[config.mk]
export PLATFORM = sky130hd
export DESIGN_NAME = instr_router
export DESIGN_NICKNAME = d
export VERILOG_FILES = /design/src/rtl/instr_router.sv
export SDC_FILE = /design/constraint.sdc
export NUM_CORES = 1
export LEC_CHECK = 0
export BUFFER_PORTS_ARGS = -buffer_cell sky130_fd_sc_hd__buf_2
export CORE_MARGIN = 8
export CORE_UTILIZATION = 51
export CTS_CLUSTER_DIAMETER = 100
export DETAILED_ROUTE_END_ITERATION = 8
export PLACE_DENSITY = 0.78
export SLEW_MARGIN = 30
export SYNTH_ARGS = -nofsm -noshare
export SYNTH_HDL_FRONTEND = slang
export SYNTH_SLANG_ARGS = --single-unit
[constraint.sdc]
create_clock -name clk -period 3.15 [get_ports clk]
set_input_delay 0.1575 -clock clk [delete_from_list [all_inputs] [get_ports clk]]
set_output_delay 0.1575 -clock clk [all_outputs]
set_load 0.02 [all_outputs]
[src/rtl/instr_router.sv]
`timescale 1ns/1ps
`default_nettype none
// ============================================================================
// Module   : instr_router
// Purpose  : Steers a stream of destination-tagged instructions into
//            per-channel FIFOs. Each FIFO drives its own valid/ready output
//            channel. Index 0 = self, 1 = right, 2 = left. Words whose
//            destination index is out of range are dropped. Dropped words
//            are reported by a one-cycle pulse and a saturating counter.
// Ports    : clk         - system clock, rising edge
//            reset       - synchronous active-high reset
//            in_valid    - source presents an instruction
//            in_ready    - router accepts the presented instruction
//            in_dest     - destination channel index
//            in_instr    - instruction word
//            out_valid   - per channel: head entry present
//            out_ready   - per channel: consumer takes the head entry
//            out_instr   - per channel head entry, slice k at [k*WIDTH +: WIDTH]
//            drop_err    - registered pulse, the cycle after a drop
//            drop_count  - saturating count of dropped instructions
// Revision : 1.0 - initial parametrised release
// ============================================================================
module instr_router #(
  parameter int WIDTH     = 32,
  parameter int NUM_PORTS = 3,
  parameter int DEST_W    = 2,
  parameter int DEPTH     = 4,
  parameter int CNT_W     = 8
) (
  input  logic                       clk,
  input  logic                       reset,
  input  logic                       in_valid,
  output logic                       in_ready,
  input  logic [DEST_W-1:0]          in_dest,
  input  logic [WIDTH-1:0]           in_instr,
  output logic [NUM_PORTS-1:0]       out_valid,
  input  logic [NUM_PORTS-1:0]       out_ready,
  output logic [NUM_PORTS*WIDTH-1:0] out_instr,
  output logic                       drop_err,
  output logic [CNT_W-1:0]           drop_count
);

  localparam int PTR_W = (DEPTH > 1) ? $clog2(DEPTH) : 1;
  localparam int OCC_W = $clog2(DEPTH + 1);

  localparam logic [DEST_W:0]  c_NUM_PORTS = (DEST_W + 1)'(NUM_PORTS);
  localparam logic [OCC_W-1:0] c_DEPTH     = OCC_W'(DEPTH);
  localparam logic [CNT_W-1:0] c_CNT_MAX   = '1;

  logic                 w_dest_bad;
  logic                 w_sel_full;
  logic                 w_accept;
  logic                 w_drop;
  logic [NUM_PORTS-1:0] w_full;
  logic [NUM_PORTS-1:0] w_dest_hit;

  logic                 r_drop_err;
  logic [CNT_W-1:0]     r_drop_count;

  // Zero-extend the index so the comparison also works when
  // 2^DEST_W == NUM_PORTS.
  assign w_dest_bad = ({1'b0, in_dest} >= c_NUM_PORTS);

  // w_dest_hit is one-hot or all-zero, so this selects the target's full flag.
  assign w_sel_full = |(w_full & w_dest_hit);

  // Only registered occupancy is used here. A pop in the same cycle does not
  // open a slot for a push.
  assign in_ready = !reset && (w_dest_bad || !w_sel_full);
  assign w_accept = in_valid && in_ready;
  assign w_drop   = w_accept && w_dest_bad;

  generate
    for (genvar k = 0; k < NUM_PORTS; k++) begin : g_chan
      localparam logic [DEST_W-1:0] c_IDX = DEST_W'(k);

      logic [WIDTH-1:0] r_mem [DEPTH];
      logic [PTR_W-1:0] r_wptr;
      logic [PTR_W-1:0] r_rptr;
      logic [OCC_W-1:0] r_occ;
      logic             w_push;
      logic             w_pop;
      logic             w_empty;

      assign w_dest_hit[k] = (in_dest == c_IDX);
      assign w_empty       = (r_occ == '0);
      assign w_full[k]     = (r_occ == c_DEPTH);
      // An in-range hit can never also be a drop, so no extra qualification.
      assign w_push        = w_accept && w_dest_hit[k];
      assign w_pop         = !w_empty && out_ready[k];

      always_ff @(posedge clk) begin
        if (reset) begin
          r_wptr <= '0;
          r_rptr <= '0;
          r_occ  <= '0;
        end else begin
          if (w_push) r_wptr <= r_wptr + PTR_W'(1);
          if (w_pop)  r_rptr <= r_rptr + PTR_W'(1);
          case ({w_push, w_pop})
            2'b10:   r_occ <= r_occ + OCC_W'(1);
            2'b01:   r_occ <= r_occ - OCC_W'(1);
            default: r_occ <= r_occ;
          endcase
        end
      end

      // Storage is not reset. Stale contents are never visible because the
      // output slice is masked while the channel is empty.
      always_ff @(posedge clk) begin
        if (w_push) r_mem[r_wptr] <= in_instr;
      end

      assign out_valid[k]                 = !w_empty;
      assign out_instr[k*WIDTH +: WIDTH]  = w_empty ? '0 : r_mem[r_rptr];
    end
  endgenerate

  always_ff @(posedge clk) begin
    if (reset) begin
      r_drop_err   <= 1'b0;
      r_drop_count <= '0;
    end else begin
      r_drop_err <= w_drop;
      if (w_drop && (r_drop_count != c_CNT_MAX)) begin
        r_drop_count <= r_drop_count + CNT_W'(1);
      end
    end
  end

  assign drop_err   = r_drop_err;
  assign drop_count = r_drop_count;

endmodule
`default_nettype wire

==> flow_metrics.py <==
metrics = {
    "sta": {
        "setup_viol": 0,
        "tightest_slew_ns": 0.965,
        "holdWs_ns": 0.0287,
        "finalSetupTns_ns": 0,
        "min_period_ns": 2.60,
        "period_share_pct": 82.5,
        "fin_skew_ns": 0.00993,
        "finalHoldViolations": 0,
        "slew_headroom_pct": 35.7,
        "fmax_mhz": 385,
        "rsz0062_at_grt": "false",
        "slew_violations": 0,
    },
    "detailed_routing": {
        "wl_per_cell_um": 24.7,
        "vias": 8246,
        "firstDrtPassIters": 5,
        "drtIter0Drc": 513,
        "ant_nets": 0,
        "viasPerCell": 5.68,
        "remaining_drc_errors": 0,
        "drt_wl_total_um": 35900,
    },
    "clock_network": {
        "cts_htree_levels": 2,
        "cts_root_buf": "clkbuf_16",
        "cts_tree": "yes",
        "cts_num_sinks": 420,
        "insertion_delay_ns": 0.54,
        "cts_buffers": 42,
        "clkTransAtPathRegs_ns": 0.06,
        "clock_path_buffers": 3,
    },
    "floorplan": {
        "rows": 65,
        "fp.coreArea_mm2": 0.0316,
        "die_h_um": 196,
        "die_w_um": 196,
        "io_pins": 149,
        "die_area_mm2": 0.0383,
        "start_util_pct": 52.0,
    },
    "synthesis": {
        "synth.avg_cell_area_um2": 20.4,
        "synth.area.top_cells": "edfxtp_1 (70%), mux4_2 (13%), dfxtp_1 (4.4%), and2_1 (4.2%), ha_1 (1.2%)",
        "ys_seq_area_share_pct": 74.5,
        "synthesis.nets": 867,
        "yosysWarnings": 0,
        "synth_cell_types": 44,
        "synth_area_mm2": 0.0164,
        "yosysTopAreaCell": "edfxtp_1",
        "synth_top_area_share_pct": 70.1,
        "synthCells": 808,
        "synth_seq_cells": 420,
    },
    "worst_setup_path": {
        "crit_path_max_incr_delay_ns": 0.67,
        "crit_fanout": 21,
        "cp-start-kind": "register",
        "cp-end-kind": "output pin",
        "crit_buf_inv": 2,
        "worst-path-stages": 4,
        "slowest_stage": "dfxtp_2",
        "rr_worst_depth": 9,
        "critPathKind": "register to output pin",
        "rr_startpoint": "g_chan[2].r_occ[2]",
        "required_ns": 2.99,
        "regToRegSetupSlack_ns": 0.74,
        "worstPathCellList": "buf_12, mux4_2, and2_1, buf_2",
        "r2r-end": "g_chan[2].r_occ[2]",
        "crit_family": "flip-flops",
        "crit_arrival_ns": 2.44,
    },
    "place": {
        "routabilityCongestion": 0.728,
        "portBuffers": 148,
        "hpwl_um": 21300,
    },
    "power_and_ir_drop": {
        "p_leak_nw": 6.67,
        "powerDensity_mw_per_mm2": 633,
        "ir_drop_v": 0.000459,
    },
    "grt": {
        "grt_max_degree": 35,
        "grt_pass1_wl_um": 54800,
        "track_usage_pct": 18.8,
        "grt_pass1_vias": 8953,
        "antenna_found_initial": 0,
        "grt-ovfl-total": 0,
    },
    "run": {
        "cap_violations": 0,
    },
    "worst_hold_path": {
        "hold_start": "out_ready[1]",
        "whs_path_depth": 4,
        "hp-class": "input port to register",
    },
    "final_layout": {
        "fin_nets": 1077,
        "areaGrowthSynthToFinish_pct": 18.0,
        "antenna_cells": 0,
        "drive_above_1_share_pct": 34.8,
    },
    "run_status": {
        "status": "completed",
    },
}
==> synthesized netlist by cell type, drive strengths merged <==
cell type / n
nand3: 4
xnor2: 6
ha: 16
mux2: 1
o21ai: 4
nor3b: 4
edfxtp: 384
a311oi: 1
nand4: 2
dfxtp: 36
mux4: 96
or3b: 1
nor2: 32
clkbuf: 12
nor2b: 1
inv: 19
nand3b: 1
a21oi: 8
and3: 2
or3: 6
buf: 27
and4bb: 1
xor2: 14
nor3: 2
clkinv: 1
a211oi: 1
and2: 113
mux2i: 3
nand2: 2
o211ai: 2
fa: 3
and4b: 1
o2111ai: 2
==> metrics by stage <==
stage | std cells | total power, W | instance area (µm²) | setup slack (ns) | util [%]
after global placement | 1343 | 0.00749 | 17700 | 0.876 | 56.1
final | 1451 | 0.0123 | 19400 | 0.550 | 61.4
after CTS | 1451 | 0.0124 | 19400 | 0.505 | 61.4
after detailed placement | 1343 | 0.00751 | 17700 | 0.780 | 56.1
after global routing | 1451 | 0.0127 | 19400 | 0.422 | 61.4
after floorplan | 808 | 0.00708 | 16400 | 0.934 | -
==> cell type report <==
class | count | area (µm²)
Sequential cell | 420 | 12300
Clock inverter | 15 | 148
Timing Repair Buffer | 205 | 1360
Inverter | 20 | 80.1
Tap cell | 402 | 503
Fill cell | 2183 | 12200
Clock buffer | 60 | 1200
Multi-Input combinational cell | 329 | 3860
==> layout by cell type, fill, tap and decap left out, types with 3 or more instances in the layout <==
| master | count |
|---|---|
| xnor2_2 | 3 |
| buf_2 | 148 |
| buf_4 | 15 |
| clkinv_2 | 7 |
| clkbuf_1 | 13 |
| a21oi_1 | 7 |
| dfxtp_1 | 30 |
| o21ai_0 | 3 |
| inv_1 | 19 |
| and2_1 | 98 |
| and2_4 | 3 |
| dfxtp_2 | 6 |
| xnor2_1 | 3 |
| or3_1 | 6 |
| mux4_2 | 96 |
| edfxtp_1 | 384 |
| mux2i_1 | 3 |
| clkbuf_16 | 45 |
| buf_12 | 9 |
| and2_2 | 12 |
| xor2_1 | 14 |
| dlygate4sd3_1 | 33 |
| ha_1 | 16 |
| nor2_1 | 31 |
| fa_1 | 3 |
| nand3_1 | 4 |
==> logic make-up (layout without fill, tap and decap cells) <==
logic type / after synthesis / in the layout / share of synthesized area (%)
DFF: 420 / 420 / 74.5
and+or+nand+nor: 172 / 172 / 6.37
muxes: 100 / 100 / 13.4
buffers and inverters: 59 / 300 / 2.15
xor gates and xnor gates: 20 / 20 / 1.20
adders and majority gates: 19 / 19 / 1.58
AOI/OAI and AO/OA: 18 / 18 / 0.791
==> state kept, by name, summed over array words and instances (netlist names), named ones only <==
name / cells
g_chan.r_occ: 9
drop_count: 8
g_chan.r_rptr: 6
g_chan.r_wptr: 6
g_chan.r_mem: 384
drop_err: 1
==> where the power goes <==
| part | internal, W | switching (W) | total [W] |
|---|---|---|---|
| clock | 0.00284 | 0.00204 | 0.00488 |
| combinational | 0.000500 | 0.000725 | 0.00122 |
| sequential | 0.00613 | 0.0000598 | 0.00619 |
==> tightest hold or removal path, cell delays in order <==
cell     delay [ns]
buf_2          0.10
nand3_1        0.08
xor2_1         0.06
nor2_1         0.11
==> worst max path at each step <==
stage	startpoint	endpoint	slack [ns]
6_report	register	out_instr[0]	0.55
5_1_grt	register	out_instr[94]	0.42
4_1_cts	register	out_instr[0]	0.50
3_5_place_dp	g_chan[2].r_occ[2]	g_chan[2].r_occ[2]	0.78
3_3_place_gp	g_chan[2].r_occ[0]	g_chan[2].r_occ[2]	0.88
2_1_floorplan	g_chan[2].r_occ[0]	g_chan[2].r_occ[2]	0.93
==> layer usage <==
layer	up-vias	routed length [µm]	track usage (%)
met2	276	17700	31.3
met3	51	2200	3.58
li1	3584	-	-
met4	0	680	4.66
met1	4335	15300	25.4
met5	-	0	0
==> what timing repair did <==
item	4_1_cts	5_1_grt
setup buffers	0	0
hold endpoints to repair	392	0
gates resized for setup	0	0
hold buffers	33	0
(Power assumes the default switching activity.)
